<file path="src/rtl/irq_controller_prio.sv">
// rtl/irq_controller_prio.sv - priority interrupt controller with claim/complete handshake
// Optional IRQ_THRESHOLD_EN adds a priority threshold register (thr_we/thr_wdata).
module irq_controller_prio #(
  parameter int NUM_SRC = 8,
  parameter int PRIO_W = 3,
  parameter int XLEN = 64,
  parameter logic [NUM_SRC-1:0] EDGE_MASK = 8'h0F,
  localparam int ID_W = $clog2(NUM_SRC)
) (
  input  logic               clk,
  input  logic               reset,
  input  logic [NUM_SRC-1:0] irq_src,
  input  logic               en_we,
  input  logic [NUM_SRC-1:0] en_wdata,
  input  logic               prio_we,
  input  logic [ID_W-1:0]    prio_idx,
  input  logic [PRIO_W-1:0]  prio_wdata,
  input  logic [XLEN-1:0]    pc_in,
  input  logic               irq_ack,
  input  logic               irq_done,
  input  logic [ID_W-1:0]    done_id,
`ifdef IRQ_THRESHOLD_EN
  input  logic               thr_we,
  input  logic [PRIO_W-1:0]  thr_wdata,
`endif
  output logic               irq_req,
  output logic [ID_W-1:0]    irq_id,
  output logic [XLEN-1:0]    pc_save,
  output logic               in_service,
  output logic [NUM_SRC-1:0] pending_out
);

  typedef enum logic [1:0] {IDLE, REQ, SERVICE} state_t;

  state_t              state_q, state_d;
  logic [NUM_SRC-1:0]  pending, prev, enable, elig, claim_clr;
  logic [PRIO_W-1:0]   prio [NUM_SRC];
  logic [PRIO_W-1:0]   best_prio;
  logic [ID_W-1:0]     best_id;
  logic                any_elig, latch, claim;
`ifdef IRQ_THRESHOLD_EN
  logic [PRIO_W-1:0]   threshold;
`endif

  always_comb begin
    elig = '0;
    claim_clr = '0;
    best_prio = '0;
    best_id = '0;
    any_elig = 1'b0;
    for (int i = 0; i < NUM_SRC; i++) begin
`ifdef IRQ_THRESHOLD_EN
      elig[i] = pending[i] & enable[i] & (prio[i] != '0) & (prio[i] > threshold);
`else
      elig[i] = pending[i] & enable[i] & (prio[i] != '0);
`endif
      // strict compare keeps the lowest index on equal priority
      if (elig[i] && (prio[i] > best_prio)) begin
        best_prio = prio[i];
        best_id = ID_W'(i);
        any_elig = 1'b1;
      end
      claim_clr[i] = claim & (irq_id == ID_W'(i));
    end
  end

  always_comb begin
    state_d = state_q;
    latch = 1'b0;
    claim = 1'b0;
    case (state_q)
      IDLE: begin
        if (any_elig) begin
          latch = 1'b1;
          state_d = REQ;
        end
      end
      REQ: begin
        if (irq_ack) begin
          claim = 1'b1;
          state_d = SERVICE;
        end else if (!elig[irq_id]) begin
          state_d = IDLE;
        end
      end
      SERVICE: begin
        if (irq_done && (done_id == irq_id)) state_d = IDLE;
      end
      default: state_d = IDLE;
    endcase
  end

  always_ff @(posedge clk) begin
    if (!reset) begin
      state_q <= IDLE;
      irq_id <= '0;
      pc_save <= '0;
    end else begin
      state_q <= state_d;
      if (latch) irq_id <= best_id;
      if (claim) pc_save <= pc_in;
    end
  end

  always_ff @(posedge clk) begin
    if (!reset) begin
      pending <= '0;
      prev <= '0;
      enable <= '0;
      for (int i = 0; i < NUM_SRC; i++) prio[i] <= '0;
`ifdef IRQ_THRESHOLD_EN
      threshold <= '0;
`endif
    end else begin
      prev <= irq_src;
      // a new edge in the claim cycle wins over the claim clear
      for (int i = 0; i < NUM_SRC; i++) begin
        if (EDGE_MASK[i]) pending[i] <= (pending[i] & ~claim_clr[i]) | (irq_src[i] & ~prev[i]);
        else              pending[i] <= irq_src[i];
      end
      if (en_we) enable <= en_wdata;
      if (prio_we && (int'(prio_idx) < NUM_SRC)) prio[prio_idx] <= prio_wdata;
`ifdef IRQ_THRESHOLD_EN
      if (thr_we) threshold <= thr_wdata;
`endif
    end
  end

  assign irq_req = (state_q == REQ);
  assign in_service = (state_q == SERVICE);
  assign pending_out = pending;

endmodule

</file>
<file path="config.mk">
export PLATFORM = sky130hd
export DESIGN_NAME = irq_controller_prio
export DESIGN_NICKNAME = d
export VERILOG_FILES = /design/src/rtl/irq_controller_prio.sv
export SDC_FILE = /design/constraint.sdc
export NUM_CORES = 1
export LEC_CHECK = 0
export ABC_AREA = 1
export BUFFER_PORTS_ARGS = -buffer_cell sky130_fd_sc_hd__buf_2
export CAP_MARGIN = 20
export CELL_PAD_IN_SITES_DETAIL_PLACEMENT = 0
export CELL_PAD_IN_SITES_GLOBAL_PLACEMENT = 1
export CORE_MARGIN = 1.5
export CORE_UTILIZATION = 38
export CTS_CLUSTER_DIAMETER = 30
export DETAILED_ROUTE_END_ITERATION = 6
export GPL_TIMING_DRIVEN = 0
export HOLD_SLACK_MARGIN = 0.02
export PLACE_DENSITY = 0.92
export SLEW_MARGIN = 10
export SYNTH_ARGS = -nofsm -noshare
export SYNTH_HDL_FRONTEND = slang
export SYNTH_SLANG_ARGS = --single-unit
export TNS_END_PERCENT = 50
</file>
<file path="constraint.sdc">
create_clock -name clk -period 18.8 [get_ports clk]
set_input_delay 3.76 -clock clk [delete_from_list [all_inputs] [get_ports clk]]
set_output_delay 3.76 -clock clk [all_outputs]
set_load 0.05 [all_outputs]
</file>
==> flow_summary.ini <==
[sta]
max_slew_margin_pct = 61.33
setup_tns_ps = 0
tightest_slew_ps = 580.0
finalSetupViolations = 0
drv_slew = 0
fmax_ghz = 0.1130
post-route-period-util_pct = 47.08
finalHoldViolCount = 0
fin_skew_ps = 10.04
fin_crit_ps = 8851
rsz0062_at_grt = false

[setup_path]
path_max_fanout = 10
ff2ff_setup_slack_ps = 9950
crit_slowest_cell = dfxtp_1
slowest_delay_ps = 380
crit_path_frequent_cell = o21ai_0
start_kind = flip-flop
crit_required_ps = 19100
critical_path_arrival_ps = 9150
cp-end-kind = flip-flop
r2r-end = irq_id[2]$_SDFFE_PN0P_
cp-endpoint = irq_id[2]$_SDFFE_PN0P_
startpoint = pending_out[0]$_SDFF_PN0_
r2r-start = pending_out[0]$_SDFF_PN0_
r2r_cells = 56
crit_type = flip-flop to flip-flop

[routing]
drtIter0Drc = 350
wl_per_cell_um = 13.42
routed_via_density = 4.712
routed_wl_mm = 13.64
dr.pass1.iters = 7
num_vias = 4787
antenna_left = 0
drc_errors = 0

[place]
io_buffers = 171
gp_routability_congestion = 0.8699
dp_hpwl_mm = 10.29

[synthesis]
synth_top_area_share_pct = 35.58
ys_top_cells_by_area = dfxtp_1 (36%), edfxtp_1 (14%), nor2_1 (14%), o21ai_0 (8.6%), nand2_1 (5.9%)
yosys.cell_types.count = 38
yosysMostFrequentCell = nor2_1
synth_top_area_cell = dfxtp_1
yosys-top-cells-count = nor2_1 (190), dfxtp_1 (89), o21ai_0 (86)
ys_ff_latch = 113
avgSynthCellArea_um2 = 7.800
ys_async_sr_fraction_pct = 0
synth_ff_type = dfxtp_1
synthesis.area_um2 = 5007
ys_warn_count = 0
postSynthCellCount = 642
seq_area_frac_synth_pct = 49.98
synth_enable_flop_cells = 24
synth_fp_nets = 750

[finish]
postLayoutCoreUtil_pct = 52.56
drive_gt1_share_pct = 27.25
fillers = 1299
final_nets = 940
syn_to_final_growth_pct = 33.53
antenna_cells = 0

[pwr]
power_switching_mw = 0.2264
p_int_mw = 0.5242
p_comb_share_pct = 19.4
max-vdd-ir-drop_mv = 0.06077
cellLeakagePower_nw = 3.460
power_density_nw_per_um2 = 112.3
seq_power_share_pct = 37.2
power.clock.fraction_pct = 43.5
swShare_pct = 30.16

[clocking]
numCtsBuffers = 17
cts.htree.levels = 4
worstSkewPairLatency_ps = 400
ctsHoldBuffers = 0
post_cts_resized = 0
clk_path_buf_depth = 2
cts.sinks = 113
clk_pin_slew_worst_paths_ps = 50
cts_root_buffer = clkbuf_16
cts_tree = built
post_cts_buffers = 0

[status]
status = complete, no violations

[floorplanning]
start_util_pct = 39.36
die_x_um = 117.8
die_h_um = 117.8
dieArea_um2 = 13870
io_pins = 172
core_um2 = 12720
rows = 41

[global_routing]
grt_pass1_wl_mm = 22.30
grt_max_degree = 17
grt_use_total_pct = 20.13
grt_pass1_vias = 4671
grt.overflow.total = 0
antenna_found_initial = 0

[worst_hold_path]
hp-class = flip-flop to flip-flop

[flow_run]
drv_cap = 0
## through the flow
stage	instance area (um2)	cells	worst slack [ps]	total power, mW	hold WS [ps]
after floorplan	5007	642	10720	0.3872	408.1
final	6686	1016	9949	0.7507	424.2
after global routing	6686	1016	8998	0.7816	431.2
after detailed placement	6078	985	9993	0.4289	417.9
after global placement	6078	985	9968	0.4275	412.3
after CTS	6686	1016	9924	0.7549	426.2
## final cells by class
class                           count  area, um2  share of cell area [%]
Buffer                             25      95.09                   1.422
Clock buffer                       23      510.5                   7.635
Clock inverter                      8      97.59                   1.460
Inverter                           55      206.4                   3.088
Multi-Input combinational cell    449       2203                   32.95
Sequential cell                   113       2502                   37.43
Tap cell                          172      215.2                   3.219
Timing Repair Buffer              171      855.8                   12.80
## cells by family after synthesis
logic type / share of synthesized area, %
AO/OA/AOI/OAI: 13.69
XOR/XNOR: 0.1749
adder cells (fa/ha/maj): 3.248
buffers and inverters: 6.022
flip-flops: 49.98
AND/OR/NAND/NOR: 26.89
## state kept, by name (all words and copies together), names as in the netlist
signal	flops
pc_save	64
prio	24
enable	8
pending_out	8
prev	4
irq_id	3
state_q	2
## metal layers
layer | vias up | GRT usage [%] | wire length (um) | share of wire (%)
met3 | 15 | 6.831 | 941 | 6.9
met2 | 154 | 33.19 | 6411 | 47
met1 | 2143 | 24.64 | 6118 | 45
met4 | 0 | 6.707 | 164 | 1.2
met5 | - | 0 | 0 | 0
li1 | 2475 | - | - | -
## critical path: cells and delay by family (launching register included)
kind / cells / cell delay, ps
AO/OA/AOI/OAI: 13 / 2260
adder cells (fa/ha/maj): 7 / 2050
buffers and inverters: 5 / 560
flip-flops: 1 / 380
AND/OR/NAND/NOR: 31 / 3510
## cells in the final DEF, fill, tap and decap left out, drive strengths merged
master | netlist | final
clkbuf | 24 | 47
o311ai | 2 | 2
o32a | 1 | 1
o211ai | 1 | 1
o22ai | 6 | 6
buf | 1 | 172
inv | 53 | 54
o21a | 1 | 1
clkinvlp | 0 | 1
edfxtp | 24 | 24
nand3b | 1 | 1
o41ai | 3 | 3
a21boi | 1 | 1
o21ai | 90 | 90
nor2 | 195 | 195
or2 | 2 | 2
a211oi | 1 | 1
nand4 | 4 | 4
bufinv | 0 | 2
nand2 | 91 | 91
ha | 13 | 13
o311a | 1 | 1
clkinv | 2 | 6
o31ai | 2 | 2
nand3 | 18 | 18
a21oi | 9 | 9
nor3 | 2 | 2
a31oi | 4 | 4
xnor2 | 1 | 1
dfxtp | 89 | 89
## power groups by stage
stage	sequential, mW	clock, mW	combinational [mW]
finish	0.279	0.326	0.145
global route	0.281	0.341	0.160
CTS	0.279	0.330	0.146
detailed placement	0.283	0	0.146
global placement	0.283	0	0.144
floorplan	0.330	0	0.0575
## worst min path at each step
stage               cells after the start                   endpoint               start  slack, ps
global placement                        1  pending_out[0]$_SDFF_PN0_  prev[0]$_SDFF_PN0_        410
global route                            1  pending_out[3]$_SDFF_PN0_  prev[3]$_SDFF_PN0_        430
detailed placement                      1  pending_out[1]$_SDFF_PN0_  prev[1]$_SDFF_PN0_        420
floorplan                               1  pending_out[0]$_SDFF_PN0_  prev[0]$_SDFF_PN0_        410
CTS                                     1  pending_out[0]$_SDFF_PN0_  prev[0]$_SDFF_PN0_        430
finish                                  1  pending_out[3]$_SDFF_PN0_  prev[3]$_SDFF_PN0_        420
Note: power is estimated with default switching activity, not from simulation.
